**config.mk**
```make
export PLATFORM = sky130hd
export DESIGN_NAME = alu_arbiter_2ch
export DESIGN_NICKNAME = d
export VERILOG_FILES = /design/src/rtl/alu_arbiter_2ch.sv
export SDC_FILE = /design/constraint.sdc
export NUM_CORES = 1
export LEC_CHECK = 0
export CAP_MARGIN = 0
export CORE_UTILIZATION = 30
export CTS_CLUSTER_DIAMETER = 200
export DETAILED_ROUTE_END_ITERATION = 16
export GPL_TIMING_DRIVEN = 1
export SYNTH_ARGS = -nofsm -noshare
export SYNTH_HDL_FRONTEND = slang
export SYNTH_SLANG_ARGS = --single-unit
```
**constraint.sdc**
```tcl
create_clock -name clk -period 2.4 [get_ports clk]
set_input_delay 0.48 -clock clk [delete_from_list [all_inputs] [get_ports clk]]
set_output_delay 0.48 -clock clk [all_outputs]
set_load 0.01 [all_outputs]
```
**src/rtl/alu_arbiter_2ch.sv**
```systemverilog
// Two-channel round-robin front end for one external 32-bit combinational ALU.
// Define ALU_ARB_STICKY_OF_EN to add the per-requester sticky overflow flags (of_sticky / of_clr).
`timescale 1ns/1ps

module alu_arbiter_2ch #(
    parameter int W   = 32,
    parameter int OPW = 3
) (
    input  logic           clk,
    input  logic           rst_n,
`ifdef ALU_ARB_STICKY_OF_EN
    output logic [1:0]     of_sticky,
    input  logic           of_clr,
`endif
    input  logic           req0_valid,
    output logic           req0_ready,
    input  logic [W-1:0]   req0_a,
    input  logic [W-1:0]   req0_b,
    input  logic [OPW-1:0] req0_op,
    input  logic           req1_valid,
    output logic           req1_ready,
    input  logic [W-1:0]   req1_a,
    input  logic [W-1:0]   req1_b,
    input  logic [OPW-1:0] req1_op,
    output logic [W-1:0]   alu_a,
    output logic [W-1:0]   alu_b,
    output logic [OPW-1:0] alu_op,
    input  logic [W-1:0]   alu_f,
    input  logic           alu_zf,
    input  logic           alu_of,
    output logic           rsp_valid,
    input  logic           rsp_ready,
    output logic           rsp_id,
    output logic [W-1:0]   rsp_f,
    output logic           rsp_zf,
    output logic           rsp_of
);

    typedef enum logic [1:0] {
        IDLE = 2'd0,
        EXEC = 2'd1,
        RESP = 2'd2
    } state_t;

    localparam logic [OPW-1:0] OP_ADD = OPW'(4);
    localparam logic [OPW-1:0] OP_SUB = OPW'(5);

    state_t         r_state;
    state_t         w_next_state;
    logic           r_last_grant;
    logic [W-1:0]   r_op_a;
    logic [W-1:0]   r_op_b;
    logic [OPW-1:0] r_op_code;
    logic           r_rsp_valid;
    logic           r_rsp_id;
    logic [W-1:0]   r_rsp_f;
    logic           r_rsp_zf;
    logic           r_rsp_of;

    logic           w_grant_sel;
    logic           w_accept;
    logic           w_rsp_fire;
    logic           w_of_masked;

    // Round-robin pick: a lone requester always wins, a tie goes away from the last grant.
    always_comb begin
        // NOTE: every combinational output gets a default first so no latch is inferred.
        w_grant_sel = ~r_last_grant;
        if (req0_valid && !req1_valid) begin
            w_grant_sel = 1'b0;
        end else if (req1_valid && !req0_valid) begin
            w_grant_sel = 1'b1;
        end
    end

    // FSM: state register.
    always_ff @(posedge clk or negedge rst_n) begin
        // NOTE: clocked processes use non-blocking assignments so every register samples pre-edge values.
        if (!rst_n) begin
            r_state <= IDLE;
        end else begin
            r_state <= w_next_state;
        end
    end

    // FSM: next-state logic.
    always_comb begin
        w_next_state = r_state;
        case (r_state)
            IDLE:    if (w_accept)   w_next_state = EXEC;
            EXEC:                    w_next_state = RESP;
            RESP:    if (w_rsp_fire) w_next_state = IDLE;
            default:                 w_next_state = IDLE;
        endcase
    end

    // FSM: outputs. Requests are only ever accepted from IDLE.
    always_comb begin
        req0_ready = 1'b0;
        req1_ready = 1'b0;
        if (r_state == IDLE) begin
            req0_ready = req0_valid & ~w_grant_sel;
            req1_ready = req1_valid &  w_grant_sel;
        end
        w_accept   = req0_ready | req1_ready;
        w_rsp_fire = (r_state == RESP) & r_rsp_valid & rsp_ready;
    end

    // OF is only meaningful for add/sub; the ALU leaves it undefined otherwise.
    assign w_of_masked = ((r_op_code == OP_ADD) || (r_op_code == OP_SUB)) ? alu_of : 1'b0;

    // Operand latch and arbitration history.
    always_ff @(posedge clk or negedge rst_n) begin
        // NOTE: the operand registers are reset too, so the ALU never sees stale data after reset.
        if (!rst_n) begin
            r_last_grant <= 1'b1;
            r_op_a       <= '0;
            r_op_b       <= '0;
            r_op_code    <= '0;
        end else if (w_accept) begin
            r_last_grant <= w_grant_sel;
            r_op_a       <= w_grant_sel ? req1_a  : req0_a;
            r_op_b       <= w_grant_sel ? req1_b  : req0_b;
            r_op_code    <= w_grant_sel ? req1_op : req0_op;
        end
    end

    // Response capture at the EXEC edge, held until the consumer takes it.
    always_ff @(posedge clk or negedge rst_n) begin
        if (!rst_n) begin
            r_rsp_valid <= 1'b0;
            r_rsp_id    <= 1'b0;
            r_rsp_f     <= '0;
            r_rsp_zf    <= 1'b0;
            r_rsp_of    <= 1'b0;
        end else if (r_state == EXEC) begin
            r_rsp_valid <= 1'b1;
            r_rsp_id    <= r_last_grant;
            r_rsp_f     <= alu_f;
            r_rsp_zf    <= alu_zf;
            r_rsp_of    <= w_of_masked;
        end else if (w_rsp_fire) begin
            r_rsp_valid <= 1'b0;
        end
    end

`ifdef ALU_ARB_STICKY_OF_EN
    logic [1:0] r_of_sticky;
    logic [1:0] w_sticky_set;

    always_comb begin
        w_sticky_set = 2'b00;
        if ((r_state == EXEC) && w_of_masked) begin
            w_sticky_set[r_last_grant] = 1'b1;
        end
    end

    // A set landing on the same edge as a clear survives the clear.
    always_ff @(posedge clk or negedge rst_n) begin
        if (!rst_n) begin
            r_of_sticky <= 2'b00;
        end else begin
            r_of_sticky <= (of_clr ? 2'b00 : r_of_sticky) | w_sticky_set;
        end
    end

    assign of_sticky = r_of_sticky;
`endif

    assign alu_a     = r_op_a;
    assign alu_b     = r_op_b;
    assign alu_op    = r_op_code;
    assign rsp_valid = r_rsp_valid;
    assign rsp_id    = r_rsp_id;
    assign rsp_f     = r_rsp_f;
    assign rsp_zf    = r_rsp_zf;
    assign rsp_of    = r_rsp_of;

endmodule

```
# ---- After elaboration in Yosys (flattened, before gate mapping)
# Cells that the tools add are included.
dict set report totals {
  reg_bits 106
  in_bits 173
  output_inout_bits 105
  elab_cells 44
}
dict set report op_classes {
  eq_ne 6
  muxes 13
  bitwise_logic 7
  n_reduce_logical 8
}
# operator count
set op_table {}
lappend op_table {{$mux 32} 2}
lappend op_table {{$mux 1} 7}
lappend op_table {{$eq 3x3->1 const B} 2}
lappend op_table {{$pmux 2 s3} 1}
lappend op_table {{$and 1x1->1} 4}
lappend op_table {{$mux 2} 2}
lappend op_table {{$ne 2x2->1 const B} 2}
lappend op_table {{$mux 3} 1}
lappend op_table {{$eq 2x1->1 const B} 1}
lappend op_table {{$eq 2x2->1 const B} 1}
lappend op_table {{$logic_and 1x1->1} 2}
lappend op_table {{$logic_not 1->1} 2}
lappend op_table {{$logic_not 2->1} 1}
lappend op_table {{$not 1->1} 2}
lappend op_table {{$reduce_and 2->1} 1}
lappend op_table {{$reduce_bool 2->1} 1}
lappend op_table {{$logic_or 1x1->1} 1}
lappend op_table {{$or 1x1->1} 1}

# ---- Longest topological paths before layout
# Gate-level depths: netlist of the first run.
dict set report logic_depth {
  ltp_word 10
  mapped_depth 6
  ltp_nobuf 3
}

# ---- Worst setup path before layout of the first run
# No wires, ideal clock.
dict set report synth_timing {
  kind {reg-to-output}
  startpoint {reg r_last_grant}
  endpoint {out req0_ready}
  t_arrival_ps 1305
  required_ps 1920
  path_slack_ps 615
  path_stages_with_launch 6
  cell_sequence {dfstp_2 -> buf_2 -> inv_2 -> buf_4 -> buf_2 -> a211oi_2}
}
dict set report synth_between {
  elab_chain_cells 6
}
# item line_no
set synth_lines {}
lappend synth_lines {{from (decl)} 50} ;# logic r_last_grant;
lappend synth_lines {{from (signal assigned)} 121} ;# r_last_grant <= w_grant_sel;
lappend synth_lines {{$not 1->1} 68} ;# w_grant_sel = ~r_last_grant;
lappend synth_lines {{$mux 1} 71} ;# end else if (req1_valid && !req0_valid) begin
lappend synth_lines {{$mux 1} 69} ;# if (req0_valid && !req1_valid) begin
lappend synth_lines {{$not 1->1} 102} ;# req0_ready = req0_valid & ~w_grant_sel;
lappend synth_lines {{$and 1x1->1} 102}
lappend synth_lines {{$mux 1} 101} ;# if (r_state == IDLE) begin
lappend synth_lines {{to (decl)} 16} ;# output logic req0_ready,
# Every way passes these cells.

# ---- Worst setup path in the final report of the first run
dict set report layout_timing {
  startpoint {reg r_state[1]}
  endpoint {out req0_ready}
}
dict set report layout_between {
  elab_chain_cells 2
}
# item line_no
set layout_lines {}
lappend layout_lines {{from (decl)} 48} ;# state_t r_state;
lappend layout_lines {{from (signal assigned)} 82} ;# r_state <= w_next_state;
lappend layout_lines {{$logic_not 2->1} 101}
lappend layout_lines {{$mux 1} 101}
# Every way passes these cells.

==> out/results.ini, run 1 <==
[clock_tree]
clock_path_buffers=2
cts_num_sinks=106
cts-htree-levels=3
post_cts_buffers=0
numCtsBuffers=9
path_clk_slew_ps=70
cts-root-buf=clkbuf_16
clkLatencyLatePin_ps=350
ctsHoldBuffers=0
cts_tree=built

[worst_setup_path]
critPathLaunch=r_state[1]
reg2reg_to=alu_a[7]
endpoint=req0_ready
cp_max_fo=7
required_ps=1920
regToRegSetupSlack_ps=740
r2r_start=r_last_grant
crit_path_end_kind=output pin
worstSetupStartpointType=flop
critPathKind=reg2out
reg2reg_depth=3
critPathArrivalTime_ps=1690

[floorplan]
fp.dieW_um=137
initial_utilization_pct=31.1
dieArea_um2=18700
pin_count=278
die_h_um=137
rows=48
core_area_um2=17500

[synth]
async_flop_share_pct=100
synth_cells=581
syn_area_um2=5460
ys.flop_type=dfrtp_1
synth_edf_count=0
synth_area_leaders=dfrtp_1 48%, o2111ai_1 22%, nand2_1 7.2%, o21ai_1 6.2%, nand3_1 6.1%
synth_commonest_cells=134 x o2111ai_1, 105 x dfrtp_1, 105 x nand2_1
yosys.cell_count.top_type=o2111ai_1
yosys_warnings=0
synth.avg_cell_area_um2=9.39
yosysSeqAreaShare_pct=48.6
synth_top_area_share_pct=48.2
synth_top_area_cell=dfrtp_1
synth_fp_nets=754
synth_cell_types=24
ys_seq_elements=106

[timing]
period_share_pct=90.5
timing.slew.headroom_pct=44.3
worstMarginPinSlew_ps=836
skew_ps=11.5
max_freq_mhz=460
min_period_ps=2170
grt_setup_unrepaired=no
fin_ws_ps=227
hold_viol=0
final_max_slew_viol_count=0
setup_tns_ps=0
setup_viol=0

[cells_and_area]
area.growth.synth_to_final_pct=55.7
fill_cells=1635
drive_gt1_share_pct=5.45
postLayoutCoreUtil_pct=48.5
final_area_um2=8500
nets=976

[drt]
drc=0
dr.pass1.iters=5
drt_iter0_markers=377
post_drt_wl_per_cell_um=20.4
drt_wl_total_um=21000
dr_total_vias=5785
viasPerCell=5.60
route.antenna.remaining_nets=0

[pwr]
finalPower_w=0.0100
powerDensity_nw_per_um2=1180
ir_drop_mv=0.817
leakage_nw=3.40

[grt]
gr-usage-all-layers_pct=22.2
antenna_found_initial=1
grt_pass1_wl_um=31900
grt_pass1_vias=5848
grt_max_degree=107
grt_overflow=0

[placed_design]
dp_hpwl_um=13500
place_ws_ps=306
placed_cell_area_um2=8200
io_buffers=277
gp_congestion=0.808

[run_status]
status=finished clean

[job]
drv_cap=0

[hold_path]
hp-class=in2async

## stage by stage
stage | cells | hold WS [ps]
6_report | 1033 | 199
5_1_grt | 1033 | 254
4_1_cts | 1032 | 241
3_5_place_dp | 1017 | 461
3_3_place_gp | 1017 | 457
2_1_floorplan | 581 | 184
## kinds of logic (layout without fill, tap and decap cells)
group,Yosys count,after routing,share of synthesized area [%]
other cells,0,1,0
buf+inv,87,313,8.39
simple gates,179,179,14.2
compound gates,209,209,28.7
flops,106,106,48.6
## area by class of cell
cell class                      instances  area [um2]  share of cell area (%)
Clock buffer                           11         243                    2.86
Timing Repair Buffer                  294        2900                    34.1
Inverter                                4        15.0                   0.177
Sequential cell                       106        2650                    31.2
Clock inverter                          4        51.3                   0.604
Tap cell                              225         282                    3.31
Multi-Input combinational cell        388        2350                    27.7
Antenna cell                            1        2.50                  0.0295
## worst min-delay path by stage
stage and end:
6_report rsp_f[22], 5_1_grt rsp_f[22], 4_1_cts rsp_f[22], 3_5_place_dp rsp_f[5]
3_3_place_gp rsp_f[18], 2_1_floorplan alu_a[0]
## routing by layer
metal / GRT usage [%] / up-vias / wire [um]
li1: - / 2686 / -
met1: 27.5 / 2797 / 8590
met2: 36.9 / 274 / 10100
met3: 5.44 / 28 / 1880
met4: 9.40 / 0 / 479
met5: 0 / - / 0
## sequential cells by signal (all words and copies together), names as in the netlist, 2 cells and up
signal   cells
alu_a       32
alu_b       32
rsp_f       32
alu_op       3
r_state      2
## worst max-delay path: stages (launching register included)
cell	delay (ps)
dfrtp_1	460
or2_2	360
a211oi_2	200
dlygate4sd2_1	330
## placed cells by master, fill, tap and decap left out
cell | synthesis | routed
nand2b_1 | 1 | 1
dfrtp_1 | 105 | 105
nand3b_1 | 1 | 1
clkbuf_1 | 31 | 1
clkinvlp_4 | 0 | 1
diode_2 | 0 | 1
buf_4 | 6 | 17
dfstp_2 | 1 | 1
nor2b_2 | 0 | 1
inv_1 | 1 | 1
or2_2 | 0 | 1
clkbuf_8 | 0 | 1
bufinv_16 | 0 | 1
o21ai_1 | 68 | 68
nand2_1 | 105 | 105
a31oi_1 | 1 | 1
a21oi_1 | 3 | 3
dlygate4sd2_1 | 0 | 2
o31ai_1 | 1 | 1
a211oi_2 | 2 | 2
nor2_1 | 1 | 1
buf_2 | 33 | 2
inv_2 | 3 | 3
clkdlybuf4s50_1 | 0 | 272
nor2_4 | 1 | 2
nand3_1 | 67 | 67
clkinv_2 | 0 | 1
buf_12 | 0 | 1
clkbuf_16 | 0 | 9
inv_6 | 0 | 1
o2111ai_1 | 134 | 134
## where the power goes
| group | internal (W) | switching (W) | total, W |
|---|---|---|---|
| clock | 0.000836 | 0.000678 | 0.00151 |
| combinational | 0.00244 | 0.00289 | 0.00533 |
| sequential | 0.00267 | 0.000519 | 0.00319 |
| total | 0.00596 | 0.00408 | 0.0100 |
## repair_timing
action,4_1_cts,5_1_grt
resized for setup,2,0
hold endpoints to repair,0,0
endpoints found under the setup margin,2,0
(Power assumes the default switching activity.)
==> run 2, diff against run 1 <==
Settings changed: ABC_AREA set to 0, MAX_ROUTING_LAYER set to met4.
==> run 2 against run 1 <==
Against the previous run: critical path depth did not move; via count up 0.19%; non-clock buffer count unchanged; global-route usage increased by 0.70 points; combinational power about the same; die area unchanged; critical endpoint unchanged; final cell count is the same; utilization is the same; power grew 0.16%; first-iteration DRC count fell by 4.0%; clock power about the same.
==> out/results.ini, run 2 (synthesis results as in run 1) <==
[run_status]
status=finished clean

[drt]
post_drt_wl_per_cell_um=20.5
drt_wl_total_um=21100
dr.pass1.iters=5
viasPerCell=5.61
route.antenna.remaining_nets=0
dr_total_vias=5796
drt_iter0_markers=362
drc=0

[grt]
gr-usage-all-layers_pct=22.9
grt_pass1_vias=5867
grt_max_degree=107
antenna_found_initial=1
grt_pass1_wl_um=31900
grt_overflow=0

[cells_and_area]
layout_common_cells=272 x clkdlybuf4s50_1, 134 x o2111ai_1, 105 x nand2_1, 105 x dfrtp_1, 68 x o21ai_1
layout.area.seq_um2=2650
multiInputGateArea_um2=2350
layout_commonest_cell=clkdlybuf4s50_1
fill_cells=1635
area.growth.synth_to_final_pct=55.7
nets=976
instances_no_fill=1033
drive_gt1_share_pct=5.45

[worst_setup_path]
crit_chain=or2_2 -> a211oi_2 -> dlygate4sd2_1
required_ps=1920
slowest_delay_ps=460
cp_max_fo=7
worstSetupStartpointType=flop
critPathKind=reg2out
crit_path_end_kind=output pin
critPathArrivalTime_ps=1700
slowest_stage=dfrtp_1

[timing]
period_share_pct=90.7
worstMarginPinSlew_ps=852
timing.slew.headroom_pct=43.2
setup_tns_ps=0
skew_ps=11.9
max_freq_mhz=460
hold_viol=0
setup_viol=0
grt_setup_unrepaired=no
holdWs_ps=207
final_max_slew_viol_count=0
min_period_ps=2180

[placed_design]
placed_cells=1017
dp_hpwl_um=13500
gp_congestion=0.819
io_buffers=277

[clock_tree]
clock_path_buffers=2
post_cts_buffers=0
cts-htree-levels=3
cts_num_sinks=106
path_clk_slew_ps=70
cts_tree=built
cts-root-buf=clkbuf_16
numCtsBuffers=9
clkLatencyLatePin_ps=350

[pwr]
p_seq_share_pct=31.8
ir_drop_mv=0.819
p_sw_w=0.00410
combPwrFrac_pct=53.2
p_int_w=0.00596
clockPowerShare_pct=15.1
swShare_pct=40.8
leakage_nw=3.40
powerDensity_nw_per_um2=1180

[floorplan]
core_area_um2=17500
dieArea_um2=18700
die_h_um=137
initial_utilization_pct=31.1
rows=48
pin_count=278
fp.dieW_um=137

[hold_path]
hp-class=in2async

[job]
drv_cap=0

run 2: cell counts in the layout (fill, tap and decap cells not counted):
Identical to the previous run, type by type.
run 2: timing repair:
item / in CTS / in global routing
gates resized for setup: 2 / 0
hold buffers: 0 / 0
endpoints found under the setup margin: 2 / 0
run 2: path summary, 6_finish.rpt:
check	startpoint	to	slack, ps	cells past startpoint
min in group clk	rsp_f[5]	rsp_f[5]	470	2
worst max register to register	r_last_grant	alu_a[28]	750	3
worst max-delay path	r_state[1]	req0_ready	220	3
max in group asynchronous	rst_n	alu_b[22]	1740	2
worst min-delay path	rst_n	rsp_f[29]	210	2
worst min register to register	rsp_f[5]	rsp_f[5]	470	2
run 2: critical path, delay by kind of cell (launching register included):
| family | cells | cell delay [ps] |
|---|---|---|
| flops | 1 | 460 |
| simple gates | 1 | 360 |
| compound gates | 1 | 210 |
| buf+inv | 1 | 330 |
run 2: cell type report:
cell class                 count  share of cell area (%)
clock buffer                  11                    2.86
timing repair buffer         294                    34.1
antenna                        1                  0.0295
sequential                   106                    31.2
clock inverter                 4                   0.604
inverter                       4                   0.177
multi-input combinational    388                    27.7
tap                          225                    3.31
run 2: through the flow:
| step | area [um2] | setup slack [ps] | utilization [%] | total power, W |
|---|---|---|---|---|
| final | 8500 | 224 | 48.5 | 0.0101 |
| after detailed placement | 8200 | 306 | 46.8 | 0.00860 |
| after global placement | 8200 | 312 | 46.8 | 0.00844 |
| after CTS | 8490 | 205 | 48.4 | 0.0101 |
| after global routing | 8500 | 155 | 48.5 | 0.0107 |
| after floorplan | 5460 | 615 | - | 0.00605 |
run 2: metal layers:
metal	share of wire, %	up-vias	GRT usage [%]
met4	2.4	0	9.40
met2	48	276	37.0
li1	-	2690	-
met1	42	2797	28.3
met3	7.6	33	4.19
met5	0	-	-
run 2: power groups by stage:
| stage | Combinational [W] | Clock (W) | Sequential (W) |
|---|---|---|---|
| 2_1_floorplan | 0.00253 | 0 | 0.00352 |
| 3_3_place_gp | 0.00525 | 0 | 0.00319 |
| 3_5_place_dp | 0.00538 | 0 | 0.00322 |
| 4_1_cts | 0.00538 | 0.00156 | 0.00320 |
| 5_1_grt | 0.00582 | 0.00162 | 0.00330 |
| 6_report | 0.00535 | 0.00152 | 0.00319 |
